==> src/rtl/dbp_gen.sv <==
// Push-button debouncer: 2-flop synchronizer feeding a qualification FSM that
// emits a debounced level plus single-cycle press/release pulses.
module dbp_gen #(
  parameter int unsigned DB_CYCLES = 4
) (
  input  logic dbp_clk,
  input  logic dbp_rst,
  input  logic dbp_btn,
  output logic dbp_level,
  output logic dbp_press,
  output logic dbp_rel
);

  // state  | meaning
  // IDLE   | debounced level low, input agrees
  // ARM_HI | input high, counting stable samples toward a press
  // HIGH   | debounced level high, input agrees
  // ARM_LO | input low, counting stable samples toward a release
  typedef enum logic [1:0] {IDLE, ARM_HI, HIGH, ARM_LO} state_e;

  localparam logic [19:0] CNT_LAST = 20'(DB_CYCLES - 1);

  logic [1:0]  sync_q;
  logic        btn_s;
  state_e      state_q, state_d;
  logic [19:0] cnt_q, cnt_d;
  logic        level_q, level_d;
  logic        press_q, press_d;
  logic        rel_q, rel_d;

  assign btn_s = sync_q[1];

  always_ff @(posedge dbp_clk or negedge dbp_rst) begin
    if (!dbp_rst) begin
      sync_q  <= 2'b00;
      state_q <= IDLE;
      cnt_q   <= '0;
      level_q <= 1'b0;
      press_q <= 1'b0;
      rel_q   <= 1'b0;
    end else begin
      sync_q  <= {sync_q[0], dbp_btn};
      state_q <= state_d;
      cnt_q   <= cnt_d;
      level_q <= level_d;
      press_q <= press_d;
      rel_q   <= rel_d;
    end
  end

  always_comb begin
    state_d = state_q;
    cnt_d   = cnt_q;
    press_d = 1'b0;
    rel_d   = 1'b0;
    case (state_q)
      IDLE: begin
        cnt_d = '0;
        if (btn_s) state_d = ARM_HI;
      end
      ARM_HI: begin
        if (!btn_s) begin
          state_d = IDLE;
          cnt_d   = '0;
        end else if (cnt_q == CNT_LAST) begin
          state_d = HIGH;
          cnt_d   = '0;
          press_d = 1'b1;
        end else begin
          cnt_d = cnt_q + 20'd1;
        end
      end
      HIGH: begin
        cnt_d = '0;
        if (!btn_s) state_d = ARM_LO;
      end
      ARM_LO: begin
        if (btn_s) begin
          state_d = HIGH;
          cnt_d   = '0;
        end else if (cnt_q == CNT_LAST) begin
          state_d = IDLE;
          cnt_d   = '0;
          rel_d   = 1'b1;
        end else begin
          cnt_d = cnt_q + 20'd1;
        end
      end
      default: begin
        state_d = IDLE;
        cnt_d   = '0;
      end
    endcase
    // Level follows the accepted side of the FSM, registered with the state.
    level_d = (state_d == HIGH) || (state_d == ARM_LO);
  end

  assign dbp_level = level_q;
  assign dbp_press = press_q;
  assign dbp_rel   = rel_q;

endmodule

==> config.mk <==
export PLATFORM = sky130hd
export DESIGN_NAME = dbp_gen
export DESIGN_NICKNAME = d
export VERILOG_FILES = /design/src/rtl/dbp_gen.sv
export SDC_FILE = /design/constraint.sdc
export NUM_CORES = 1
export LEC_CHECK = 0
export CORE_UTILIZATION = 60
export DETAILED_ROUTE_END_ITERATION = 10
export GPL_TIMING_DRIVEN = 0
export PLACE_DENSITY = 0.79
export SYNTH_ARGS = -nofsm -noshare
export SYNTH_HDL_FRONTEND = slang
export SYNTH_SLANG_ARGS = --single-unit
==> constraint.sdc <==
create_clock -name dbp_clk -period 2.6 [get_ports dbp_clk]
set_clock_uncertainty 0.05 [all_clocks]
set_input_delay 0.39 -clock dbp_clk [delete_from_list [all_inputs] [get_ports dbp_clk]]
set_output_delay 0.39 -clock dbp_clk [all_outputs]
set_load 0.02 [all_outputs]
Yosys cells after proc, flatten, opt, wreduce, memory -nomap -nowiden
Index checks and enable logic that the tools add are counted.

Memories: 0. Latch bits: 0. Register bits: 27. Input port bits: 3. Bits in writable memories: 0. ROM bits: 0.

Equal/unequal tests: 6. Divide/modulo/power cells: 0. Magnitude comparators: 0. Shift-type cells: 0. $mul: 0. $add $sub $neg: 1. Reductions and logical operators: 3. Bitwise operators: 0. Muxes and demuxes: 16.

Operators with widths (count): 20-bit 2-to-1 mux (3); 20-bit one-hot mux with 3 select lines (1); 20-bit by 1-bit adder with 20-bit output, second input constant (1); 20-bit by 2-bit equality test with 1-bit output, second input constant (1); 2-bit 2-to-1 mux (6); 2-bit equality test, second input constant (4); 2-bit one-hot mux with 4 select lines (1); 1-bit 2-to-1 mux (5); 2-bit by 1-bit equality test with 1-bit output, second input constant (1); 2-bit zero test (1); 2-bit OR reduction (1); 1-bit logical OR (1).

Longest topological paths before layout
Depth after elaboration: 6. Depth in mapped cells: 6. Mapped depth without buffers: 5.

Worst setup path after synthesis
OpenSTA, ideal clock, no wires.

Path type: register to register. Start point: register cnt_q[6]. End point: register level_q (netlist: dbp_level). Required time: 2.422 ns. Cell stages (with the launch flop): 5. Arrival time: 1.434 ns. Slack: 0.989 ns. Library setup time: 0.128 ns. Cells stage by stage: dfrtp_1 > nor4_2 > nand4_2 > nor3_2 > mux2_1.

Cells in the longest elaborated chain, start to end: 6. Elaborated cells on any way between the ends: 9.

RTL lines: start: declaration (line 26) `logic [19:0] cnt_q, cnt_d;`; start signal: assignment (line 44) `cnt_q <= cnt_d;`; 20-bit by 2-bit equality test with 1-bit output (*) (line 65, 81); 2-bit 2-to-1 mux (on tied branches) (line 81, 65); 2-bit 2-to-1 mux (on tied branches) (line 78, 62); 2-bit one-hot mux with 4 select lines (*) (line 56) `case (state_q)`; 2-bit equality test (line 95) `level_d = (state_d == HIGH) || (state_d == ARM_LO);`; 1-bit logical OR (*) (line 95); named net level_d (line 27) `logic level_q, level_d;`; end signal: assignment (line 45) `level_q <= level_d;`; end: declaration (line 27).

Mark *: on every way through the listed nets, which the timed path passes. The rest lies on a longest branch.

Final worst setup path
Start point: register level_q (netlist: dbp_level). End point: output port dbp_level.

RTL lines: end: declaration (line 9) `output logic dbp_level,`.

No word-level cell between the ends.

==> flow_metrics.py <==
metrics = {
    "sta": {
        "fin_hold_ws_ns": 0.3259,
        "worstMarginPinSlew_ns": 1.102,
        "slew_viol_final": 0,
        "rsz_0062_raised_after_global_routing": "false",
        "relSlewSlack_pct": 26.29,
        "timing.final.crit_share_pct": 69.79,
        "finalSetupTns_ns": 0,
        "maxClockFrequency_mhz": 551.1,
        "setup_viol": 0,
        "hold_viol": 0,
        "finalWorstPathRequiredPeriod_ns": 1.814,
    },
    "status": {
        "status": "finished, final reports clean",
    },
    "logic_synthesis": {
        "avgSynthCellArea_um2": 10.53,
        "synth-seq-cells": 26,
        "number_of_distinct_library_cells_after_synthesis": 31,
        "syn-num-nets": 127,
        "synth_seq_area_share_pct": 50.24,
        "yosysWarningCount": 0,
        "total_standard_cell_area_after_synthesis_um2": 1295,
        "netlist_instances": 123,
    },
    "die": {
        "io-pin-count": 6,
        "core_region_area_um2": 2002,
        "fp.dieW_um": 48.46,
        "dieHeight_um": 48.46,
        "initial_core_util_pct": 64.69,
        "rows": 16,
        "die-area_um2": 2348,
    },
    "run": {
        "max-cap-violations": 0,
    },
    "setup_path": {
        "worst_path_max_delay_cell": "sky130_fd_sc_hd__clkdlybuf4s50_1",
        "crit_chain": "clkdlybuf4s50_1",
        "critical_path.endpoint": "dbp_level",
        "worst_r2r_path_depth": 4,
        "crit_family": "buffers and inverters",
        "rr_startpoint": "cnt_q[6]",
        "timing.reg2reg.setup_slack_ns": 0.85,
        "startpoint": "dbp_level",
        "path_max_fanout": 5,
        "timing.critical_path.depth": 1,
        "critPathMaxStageDelay_ns": 0.62,
        "crit_path_start_kind": "register",
        "rr_endpoint": "dbp_level",
        "setup.worst_path.end_class": "output port",
        "cp.arrival_ns": 1.37,
        "path_class": "reg -> out",
        "cp_bufs_invs": 1,
        "required_ns": 2.16,
    },
    "cts": {
        "clk_path_buf_depth": 2,
        "clock_latency_ns": 0.33,
        "ctsResizeCount": 0,
        "cts.reportedPaths.clkPinSlew_ns": 0.15,
        "cts-buffers-inserted": 3,
        "ctsHoldBuffers": 0,
        "post_cts_buffers": 0,
        "clock_sink_count": 26,
        "h-tree-depth": 1,
        "cts_root_buf": "sky130_fd_sc_hd__clkbuf_4",
        "tritoncts_clock_tree": "yes",
    },
    "finish": {
        "areaGrowthSynthToFinish_pct": 10.53,
        "footprint_of_the_multi_input_gates_um2": 599.3,
        "layout.nets": 137,
        "drive_gt1_share_pct": 12.12,
        "ff_latch_area_um2": 650.6,
        "finish.utilization_pct": 71.50,
        "antenna_cells_inserted": 0,
        "filler_cell_count_in_the_final_layout": 139,
    },
    "routing": {
        "antenna_violating_nets_post_route": 0,
        "routed_wl_mm": 2.320,
        "drt_drc_violations_left": 0,
        "detail_route.first_pass.iterations": 4,
        "vias_per_instance": 5.799,
        "detailedRoute.firstIterationViolations": 38,
        "num_vias": 922,
        "wl_per_cell_um": 14.59,
    },
    "global_route": {
        "grt_usage_pct": 23.51,
        "global_route.overflow_total": 0,
        "grt_pass1_wl_mm": 4.153,
        "grt_antenna_before_repair": 0,
        "grt_start_max_net_pins": 27,
        "first_global_vias": 926,
    },
    "placement": {
        "finalWeightedCongestion": 0.7950,
        "dp_hpwl_mm": 1.595,
        "port_buffers": 5,
    },
    "min_path": {
        "hold_crit_depth": 0,
        "hold_path.class": "reg -> reg",
    },
    "power": {
        "cellPowerDensity_nw_per_um2": 624.3,
        "power.total_w": 0.0008937,
        "p_leak_nw": 0.5916,
        "worst_ir_drop_vdd_mv": 0.4552,
    },
}
logic make-up after synthesis:
group,synth area share (%)
and+or+nand+nor,28.21
DFF,50.24
xor gates and xnor gates,10.15
AOI/OAI and AO/OA,5.314
buffers and inverters,3.478
muxes,1.642
adders and majority gates,0.9660
synth_stat cells:
library cell,instances,area share [%]
sky130_fd_sc_hd__nand4_1,4,1.9
sky130_fd_sc_hd__xnor2_1,12,8.1
sky130_fd_sc_hd__mux2_1,1,0.87
sky130_fd_sc_hd__xor2_1,3,2.0
sky130_fd_sc_hd__o21ai_4,1,1.3
sky130_fd_sc_hd__dfrtp_1,26,50
sky130_fd_sc_hd__nand2_1,5,1.4
sky130_fd_sc_hd__nand2b_1,1,0.48
sky130_fd_sc_hd__o2111a_1,1,0.87
sky130_fd_sc_hd__or3_1,1,0.48
sky130_fd_sc_hd__mux2i_1,1,0.77
sky130_fd_sc_hd__nor3_2,2,1.5
sky130_fd_sc_hd__o21ai_0,2,0.77
sky130_fd_sc_hd__a21bo_2,1,0.77
sky130_fd_sc_hd__inv_1,6,1.7
sky130_fd_sc_hd__and2_1,1,0.48
sky130_fd_sc_hd__and3_1,2,0.97
sky130_fd_sc_hd__a211oi_1,1,0.58
sky130_fd_sc_hd__nor2_1,23,6.7
sky130_fd_sc_hd__nand4_2,3,2.9
sky130_fd_sc_hd__and3b_1,2,1.4
sky130_fd_sc_hd__nand3b_1,1,0.58
sky130_fd_sc_hd__nand3_1,6,2.3
sky130_fd_sc_hd__buf_6,2,1.7
sky130_fd_sc_hd__nor4_1,4,1.9
sky130_fd_sc_hd__a21oi_1,1,0.39
sky130_fd_sc_hd__nor3_4,1,1.3
sky130_fd_sc_hd__ha_1,1,0.97
sky130_fd_sc_hd__nor4_2,2,1.9
sky130_fd_sc_hd__nor3_1,5,1.9
sky130_fd_sc_hd__o31a_1,1,0.68
per-layer routing:
layer | vias up | global-route usage (%) | share of wire, %
li1 | 445 | - | -
met1 | 449 | 29.64 | 44
met5 | - | 0 | 0
met4 | 0 | 9.804 | 2.5
met2 | 20 | 39.67 | 50
met3 | 8 | 4.717 | 3.7
through the flow:
stage               area [µm²]  setup slack (ns)  cells
floorplan                 1295            0.9887    123
global placement          1379            0.8073    155
detailed placement        1379            0.7658    155
CTS                       1431            0.7718    159
global route              1431            0.7162    159
finish                    1431            0.7855    159
sequential cells by signal, indices dropped and copies added, names as in the netlist:
| signal | flops |
|---|---|
| dbp_rel | 1 |
| state_q | 1 |
| cnt_q | 20 |
| dbp_level | 1 |
| dbp_press | 1 |
| sync_q | 2 |
placed cells by master, fill, tap and decap left out:
master	netlist	layout
sky130_fd_sc_hd__a21oi_1	1	1
sky130_fd_sc_hd__mux2_1	1	1
sky130_fd_sc_hd__clkbuf_4	0	3
sky130_fd_sc_hd__nor3_1	5	5
sky130_fd_sc_hd__o21ai_0	2	2
sky130_fd_sc_hd__o21ai_4	1	1
sky130_fd_sc_hd__inv_1	6	6
sky130_fd_sc_hd__nor4_2	2	2
sky130_fd_sc_hd__buf_6	2	2
sky130_fd_sc_hd__nor3_2	2	2
sky130_fd_sc_hd__nand3b_1	1	1
sky130_fd_sc_hd__nand3_1	6	6
sky130_fd_sc_hd__nand2_1	5	5
sky130_fd_sc_hd__nand2b_1	1	1
sky130_fd_sc_hd__and2_1	1	1
sky130_fd_sc_hd__mux2i_1	1	1
sky130_fd_sc_hd__xnor2_1	12	12
sky130_fd_sc_hd__ha_1	1	1
sky130_fd_sc_hd__nor4_1	4	4
sky130_fd_sc_hd__bufinv_16	0	1
sky130_fd_sc_hd__xor2_1	3	3
sky130_fd_sc_hd__dfrtp_1	26	26
sky130_fd_sc_hd__a211oi_1	1	1
sky130_fd_sc_hd__or3_1	1	1
sky130_fd_sc_hd__nand4_1	4	4
sky130_fd_sc_hd__and3b_1	2	2
sky130_fd_sc_hd__o2111a_1	1	1
sky130_fd_sc_hd__a21bo_2	1	1
sky130_fd_sc_hd__and3_1	2	2
sky130_fd_sc_hd__clkdlybuf4s50_1	0	5
sky130_fd_sc_hd__nor3_4	1	1
sky130_fd_sc_hd__nor2_1	23	23
sky130_fd_sc_hd__o31a_1	1	1
sky130_fd_sc_hd__nand4_2	3	3
area by class of cell:
type | count | area share [%]
Buffer | 2 | 1.573
Clock buffer | 3 | 1.573
Clock inverter | 1 | 2.098
Inverter | 6 | 1.573
Multi-Input combinational cell | 89 | 41.87
Sequential cell | 26 | 45.45
Tap cell | 27 | 2.360
Timing Repair Buffer | 5 | 3.497
where the power goes:
group          internal, W  switching, W  leakage, nW
sequential        0.000431     0.0000248        0.355
clock             0.000156      0.000123       0.0279
combinational    0.0000617     0.0000974        0.209
total             0.000649      0.000245        0.592
worst min-delay path by stage:
stage	endpoint	slack (ns)	start
finish	sync_q[1]	0.33	sync_q[0]
global route	sync_q[1]	0.34	sync_q[0]
CTS	sync_q[1]	0.33	sync_q[0]
detailed placement	sync_q[1]	0.29	sync_q[0]
global placement	sync_q[1]	0.30	sync_q[0]
floorplan	cnt_q[0]	0.04	dbp_rst
(Power assumes the default switching activity.)
